==> config.mk <==
export PLATFORM = sky130hd
export DESIGN_NAME = result_reader
export DESIGN_NICKNAME = d
export VERILOG_FILES = /design/src/rtl/result_reader.sv
export SDC_FILE = /design/constraint.sdc
export NUM_CORES = 1
export LEC_CHECK = 0
export CAP_MARGIN = 20
export CELL_PAD_IN_SITES_DETAIL_PLACEMENT = 1
export CELL_PAD_IN_SITES_GLOBAL_PLACEMENT = 1
export CORE_MARGIN = 5
export CORE_UTILIZATION = 44
export CTS_CLUSTER_SIZE = 20
export DETAILED_ROUTE_END_ITERATION = 10
export MAX_ROUTING_LAYER = met4
export PLACE_DENSITY_LB_ADDON = 0.1
export SLEW_MARGIN = 10
export SYNTH_ARGS = -nofsm -noshare
export SYNTH_HDL_FRONTEND = slang
export SYNTH_SLANG_ARGS = --single-unit
==> constraint.sdc <==
create_clock -name clock -period 5.1 [get_ports clock]
set_input_delay 1.275 -clock clock [delete_from_list [all_inputs] [get_ports clock]]
set_output_delay 1.275 -clock clock [all_outputs]
set_load 0.05 [all_outputs]
==> src/rtl/result_reader.sv <==
// Streams a block of result-RAM words out in address order, reading two per fetch.
// A 4-word FIFO covers the RAM read latency and downstream stalls.
module result_reader #(
    parameter int ADDR_WIDTH = 7,
    parameter int DATA_WIDTH = 32,
    parameter int BASE_ADDR  = 64,
    parameter int NUM_WORDS  = 64
) (
    input  logic                                     clock,
    input  logic                                     reset,
    input  logic                                     start,
    output logic                                     ram_rd_en,
    output logic [ADDR_WIDTH-1:0]                    ram_addrA,
    output logic [ADDR_WIDTH-1:0]                    ram_addrB,
    input  logic [DATA_WIDTH-1:0]                    ram_qA,
    input  logic [DATA_WIDTH-1:0]                    ram_qB,
    output logic [DATA_WIDTH-1:0]                    out_data,
    output logic                                     out_valid,
    input  logic                                     out_ready,
    output logic                                     out_last,
    output logic [$clog2(NUM_WORDS)-1:0]             out_index,
    output logic                                     busy,
    output logic                                     done,
    output logic [DATA_WIDTH+$clog2(NUM_WORDS)-1:0]  checksum
);

    localparam int IW = $clog2(NUM_WORDS);
    localparam int CW = DATA_WIDTH + IW;
    localparam logic [IW-1:0] LAST_IDX  = IW'(NUM_WORDS - 1);
    localparam logic [IW-1:0] LAST_PAIR = IW'(NUM_WORDS / 2 - 1);
    localparam logic [ADDR_WIDTH-1:0] BASE_A = ADDR_WIDTH'(BASE_ADDR);
    localparam logic [ADDR_WIDTH-1:0] BASE_B = ADDR_WIDTH'(BASE_ADDR + 1);

    typedef enum logic [1:0] {
        S_IDLE,
        S_FETCH,
        S_DRAIN,
        S_DONE
    } state_t;

    state_t                 state;
    logic                   inflight;
    logic [IW-1:0]          fetch_cnt;
    logic [1:0]             wr_ptr;
    logic [1:0]             rd_ptr;
    logic [2:0]             count;
    logic [DATA_WIDTH-1:0]  mem [4];
    logic [3:0]             occupied;
    logic                   xfer;
    logic                   start_go;

    // Slots already spoken for: words held plus the pair still coming back from RAM.
    assign occupied  = {1'b0, count} + {2'b00, inflight, 1'b0};
    assign ram_rd_en = (state == S_FETCH) && (occupied <= 4'd2);

    assign out_valid = (count != 3'd0);
    assign out_data  = mem[rd_ptr];
    assign out_last  = out_valid && (out_index == LAST_IDX);
    assign xfer      = out_valid && out_ready;
    assign start_go  = start && ((state == S_IDLE) || (state == S_DONE));

    // Readout sequencing, address generation and status flags.
    always_ff @(posedge clock or negedge reset) begin
        if (!reset) begin
            state     <= S_IDLE;
            ram_addrA <= BASE_A;
            ram_addrB <= BASE_B;
            fetch_cnt <= '0;
            inflight  <= 1'b0;
            busy      <= 1'b0;
            done      <= 1'b0;
        end else begin
            inflight <= ram_rd_en;
            case (state)
                S_IDLE, S_DONE: begin
                    if (start) begin
                        state     <= S_FETCH;
                        ram_addrA <= BASE_A;
                        ram_addrB <= BASE_B;
                        fetch_cnt <= '0;
                        busy      <= 1'b1;
                        done      <= 1'b0;
                    end
                end
                S_FETCH: begin
                    if (ram_rd_en) begin
                        ram_addrA <= ram_addrA + ADDR_WIDTH'(2);
                        ram_addrB <= ram_addrB + ADDR_WIDTH'(2);
                        fetch_cnt <= fetch_cnt + IW'(1);
                        if (fetch_cnt == LAST_PAIR) begin
                            state <= S_DRAIN;
                        end
                    end
                end
                S_DRAIN: begin
                    // Final word leaving means the FIFO empties at this edge.
                    if (!inflight && xfer && out_last) begin
                        state <= S_DONE;
                        busy  <= 1'b0;
                        done  <= 1'b1;
                    end
                end
                default: state <= S_IDLE;
            endcase
        end
    end

    // FIFO pointers, occupancy, stream index and running checksum.
    always_ff @(posedge clock or negedge reset) begin
        if (!reset) begin
            wr_ptr    <= 2'd0;
            rd_ptr    <= 2'd0;
            count     <= 3'd0;
            out_index <= '0;
            checksum  <= '0;
        end else if (start_go) begin
            wr_ptr    <= 2'd0;
            rd_ptr    <= 2'd0;
            count     <= 3'd0;
            out_index <= '0;
            checksum  <= '0;
        end else begin
            if (inflight) begin
                wr_ptr <= wr_ptr + 2'd2;
            end
            if (xfer) begin
                rd_ptr    <= rd_ptr + 2'd1;
                out_index <= out_index + IW'(1);
                checksum  <= checksum + CW'(out_data);
            end
            count <= count + (inflight ? 3'd2 : 3'd0) - (xfer ? 3'd1 : 3'd0);
        end
    end

    // Capture the returned pair, port A word ahead of port B word.
    always_ff @(posedge clock) begin
        if (inflight) begin
            mem[wr_ptr]        <= ram_qA;
            mem[wr_ptr + 2'd1] <= ram_qB;
        end
    end

endmodule

# Yosys cells after proc, flatten, opt, wreduce, memory -nomap -nowiden
# Memories as Yosys holds them, arrays and structs flattened.
# Cells that the tools add are included.
[totals]
reg_bits = 76
mem_bits_rw = 128
input_bits = 68
output_inout_bits = 95
elab_cells = 85
mem_count = 1
[op_classes]
addsub = 11
order_cmp = 1
n_eq_ne = 9
muxes = 33
reduce_logical = 18
[mem_list]
columns = ["name", "depth", "width", "rd", "rd_clocked_by_memory_dff", "write_ports", "line_no", "source"]
rows = [
  ["mem", 4, 32, 1, 0, 2, "47", "logic [DATA_WIDTH-1:0] mem [4];"],
]
[op_table]
columns = ["operator", "n"]
rows = [
  ["38-bit two-way mux", 2],
  ["38-bit by 32-bit adder with 38-bit output", 1],
  ["7-bit two-way mux", 4],
  ["7-bit case mux with 2 select lines", 2],
  ["6-bit two-way mux", 4],
  ["2-bit two-way mux", 9],
  ["7-bit by 2-bit adder with 7-bit output, second input constant", 2],
  ["6-bit by 1-bit adder with 6-bit output, second input constant", 2],
  ["6-bit case mux with 2 select lines", 1],
  ["2-bit nonzero test", 4],
  ["1-bit two-way mux", 7],
  ["6-bit by 5-bit equality test with 1-bit output, second input constant", 1],
  ["6-bit equality test, second input constant", 1],
  ["1-bit logical AND", 6],
  ["2-bit != test, second input constant", 3],
  ["2-bit case mux with 3 select lines", 1],
  ["3-bit AND reduction", 2],
  ["2-bit by 1-bit adder with 2-bit output, second input constant", 2],
  ["3-bit by 2-bit adder with 4-bit output", 1],
  ["2-bit equality test, second input constant", 2],
  ["4-bit by 2-bit <= comparator with 1-bit output, second input constant", 1],
  ["1-bit case mux with 2 select lines", 2],
  ["4-bit AND reduction", 1],
  ["3-bit by 2-bit adder with 3-bit output", 1],
  ["other kinds (10)", 10],
]

# Logic depth before layout (Yosys ltp)
[logic_depth]
word_depth = 6
mapped_depth = 14
depth_no_buf = 12

# Worst setup path after synthesis
# No wires, ideal clock.
[synth_path]
path_kind = "register to register"
startpoint = "register rd_ptr[0]"
endpoint = "register checksum[32]"
setup_ns = 0.120
arrival_time_ns = 3.788
required_time_ns = 4.980
setup_slack_ns = 1.192
path_stages_with_launch = 12
path_buffers = 2
synth_period_minus_slack_ns = 3.908
cell_sequence = "dfrtp_1 -> clkbuf_1 -> buf_1 -> mux4_2 -> ha_1 -> a21o_1 -> a311o_1 -> a211oi_2 -> o31ai_1 -> a21o_1 -> a31o_4 -> a31o_1"
[synth_via]
elab_chain_cells = 4
[synth_lines]
columns = ["item", "line_no", "source"]
rows = [
  ["start, declared", "45", "logic [1:0] rd_ptr;"],
  ["start signal, assigned", "127", "rd_ptr <= rd_ptr + 2'd1;"],
  ["memory 4 x 32 bit", "n/a", ""],
  ["via out_data[19]", "17", "output logic [DATA_WIDTH-1:0] out_data,"],
  ["38-bit by 32-bit adder with 38-bit output", "129", "checksum <= checksum + CW'(out_data);"],
  ["38-bit two-way mux", "126", "if (xfer) begin"],
  ["38-bit two-way mux", "116", "end else if (start_go) begin"],
  ["end signal, assigned", "129", ""],
  ["end, declared", "24", "output logic [DATA_WIDTH+$clog2(NUM_WORDS)-1:0] checksum"],
]
# The timed path passes the listed nets, and every way through them passes these cells. The select of a mux whose other input is x is not followed.
# A chain may end at the register's enable or synchronous reset.

# Worst setup path after layout
[layout_path]
startpoint = "register rd_ptr[0]"
endpoint = "output port out_data[5]"
[layout_via]
elab_chain_cells = 1
[layout_lines]
columns = ["item", "line_no"]
rows = [
  ["memory 4 x 32 bit", "n/a"],
  ["end, declared", "17"],
]
# Every way passes these cells.

==> flow_summary_export.csv <==
group,metric,value,unit
layout,final-instance-count-excl-fill,1360,
critical_path,end_kind,"output port",
drt,drtIter0Drc,378,
layout,antenna_cells,0,
floorplan,dieArea,0.0281,mm2
layout,area_delta_synth_final,22.0,%
drt,drt_wl_total,29100,um
synth,postSynthAreaPerCell,11.8,um2
critical_path,r2r_start,"rd_ptr[0]$_DFFE_PN0P_",
floorplan,pin_count,163,
placement,place_ws,1210,ps
clocking,clockBufferDepth,3,
drt,drc,0,
layout,final_common_cell,"clkdlybuf4s50_1",
synth,synth-edff-count,128,
floorplan,die_h,168,um
min_path,min_from,"ram_addrB[0]$_DFFE_PN1P_",
layout,layout.core_utilization,54.6,%
global_route,gr-total-overflow,0,
clocking,post_cts_buffers,0,
drt,drtPass1Iterations,4,
clocking,clk_pin_slew_worst_paths,60,ps
critical_path,timing.critical_path.from_type,"register",
power_and_ir_drop,seq_power_share,26.0,%
placement,place.gp.congestion,0.860,
timing,setup_viol,0,
clocking,hold_buffers,0,
clocking,clock-root-buffer,"clkbuf_16",
synth,yosys_warnings,0,
synth,synth_nets,1036,
placement,io_buffers,161,
timing,worst_pin_slew,1010,ps
timing,setup_slack,874,ps
flow_run,maxCapViolations,0,
clocking,cts.sinks,202,
critical_path,path_class,"reg -> out",
critical_path,crit_start,"rd_ptr[0]$_DFFE_PN0P_",
timing,fin_crit,4230,ps
global_route,grt_pass1_wl,46500,um
layout,nets,1131,
critical_path,path_max_fanout,15,
power_and_ir_drop,power_switching,4410,uW
power_and_ir_drop,internal_power,4990,uW
timing,fmax,0.237,GHz
synth,netlist_instances,924,
timing,skew,19.3,ps
synth,ys_async_sr_fraction,36.6,%
layout,fillers,2517,
clocking,ctsResizeCount,0,
power_and_ir_drop,p_clk_share,16.8,%
layout,drive_gt1_share,17.1,%
synth,ys_seq_elements,202,
timing,final_max_slew_viol_count,0,
drt,wl_per_cell,21.4,um
drt,vias,7638,
critical_path,regToRegSetupSlack,1260,ps
synth,ys_types,76,
synth,synthesis.area,0.0109,mm2
power_and_ir_drop,power_density,705,mW/mm2
global_route,grt_pass1_vias,8267,
outcome,status,"finished, final reports clean",
floorplan,initial_core_util,44.8,%
timing,post-route-period-util,82.9,%
clocking,cts_tree,"built",
global_route,grt_max_degree,75,
floorplan,core,0.0244,mm2
placement,placedCellCount,1316,
synth,synthFlopType,"edfxtp_1",
min_path,min_path_type,"reg -> reg",
floorplan,die_w,168,um
power_and_ir_drop,p_leak,0.00506,uW
drt,ant_nets,0,
clocking,worstSkewPairLatency,540,ps
placement,dp_hpwl,20900,um
critical_path,required,3830,ps
drt,vias_per_cell,5.62,
clocking,htree_levels,1,
critical_path,cp.arrival,2950,ps
power_and_ir_drop,peakVddDrop,0.357,mV
layout,final_cell_mix,"clkdlybuf4s50_1, edfxtp_1, nand2_1, dfrtp_1, mux2_2",
timing,setup_tns,0,ps
global_route,antenna_found_initial,0,
floorplan,rows,57,
timing,rsz0062_at_grt,"no",
synth,ys_seq_area_share,52.2,%
power_and_ir_drop,pwr-share-comb,57.2,%
timing,hold_violations,0,
power_and_ir_drop,swShare,46.9,%
timing,slew_headroom,32.6,%
clocking,numCtsBuffers,24,
global_route,grt_usage,21.2,%
## synthesized netlist by cell type (5+ instances only)
cell / count / area (um2)
a21o_1: 16 / 120
and2_1: 5 / 31.3
edfxtp_1: 128 / 3840
xnor2_1: 13 / 114
buf_2: 5 / 25.0
a21oi_2: 6 / 52.6
nand3_1: 15 / 75.1
clkbuf_1: 91 / 342
nor3_1: 16 / 80.1
ha_1: 43 / 538
o21a_1: 6 / 45.0
nand2_1: 83 / 312
o21ai_1: 9 / 45.0
o21ai_0: 32 / 160
and3_1: 15 / 93.8
dfrtp_1: 71 / 1780
a21oi_1: 60 / 300
or3_1: 8 / 50.1
mux4_2: 32 / 721
nand4_1: 13 / 81.3
inv_1: 19 / 71.3
a211oi_1: 11 / 82.6
xor2_1: 22 / 193
nor2_1: 55 / 206
mux2_2: 64 / 721
a31oi_1: 5 / 31.3
a31o_1: 5 / 43.8
## power by group through the flow
stage	registers [uW]	clock network [uW]	logic, uW
2_1_floorplan	2880	0	3440
3_3_place_gp	2460	0	5310
3_5_place_dp	2480	0	5390
4_1_cts	2450	1620	5420
5_1_grt	2490	1700	5820
6_report	2440	1580	5370
## sequential cells by signal (all words and copies together) (netlist names), 2 cells and up
register	count
checksum	38
count	3
fetch_cnt	6
mem	128
out_index	6
ram_addrA	6
ram_addrB	7
rd_ptr	2
state	2
## logic make-up (layout without fill, tap and decap cells)
group / Yosys count / count (layout) / synth area share, %
simple gates: 233 / 233 / 10.1
flops: 202 / 202 / 52.2
other cells: 1 / 1 / 0.0343
fa+ha+maj: 44 / 44 / 5.11
compound gates: 185 / 185 / 11.3
xor+xnor: 35 / 35 / 2.81
mux: 98 / 98 / 13.4
buf+inv: 126 / 238 / 5.12
## metrics by stage
step | hold slack, ps | cell area, um2 | power, uW
floorplan | 481 | 10900 | 6320
global placement | 487 | 12600 | 7770
detailed placement | 499 | 12600 | 7870
CTS | 508 | 13300 | 9490
global route | 555 | 13300 | 10000
finish | 502 | 13300 | 9400
## critical path: stages, from the launching register on
cell	delay, ps
dfrtp_2	710
buf_4	350
mux4_2	600
clkdlybuf4s50_1	750
## worst paths after layout
| check | endpoint | cells after the start |
|---|---|---|
| worst min register to register | ram_addrB[0]$_DFFE_PN1P_ | 2 |
| worst max-delay path | out_data[5] | 3 |
| worst min-delay path | ram_addrB[0]$_DFFE_PN1P_ | 2 |
| worst max register to register | checksum[37]$_DFFE_PN0P_ | 10 |
| min in group asynchronous | checksum[13]$_DFFE_PN0P_ | 1 |
| max in group asynchronous | ram_addrA[6]$_DFFE_PN1P_ | 2 |
## layout make-up
cell class | instances | area [um2] | share of cell area [%]
repair buffers | 176 | 1730 | 13.0
inverters | 19 | 71.3 | 0.535
multi-input cells | 596 | 4680 | 35.2
clock buffers | 28 | 626 | 4.70
well taps | 324 | 405 | 3.04
flip-flops and latches | 202 | 5700 | 42.8
clock inverters | 15 | 103 | 0.770
## routing by layer
metal,wire length [um],track usage [%]
met1,12600,27.5
met5,0,-
met2,14100,34.5
met3,1610,4.48
met4,662,5.01
(Power assumes the default switching activity.)
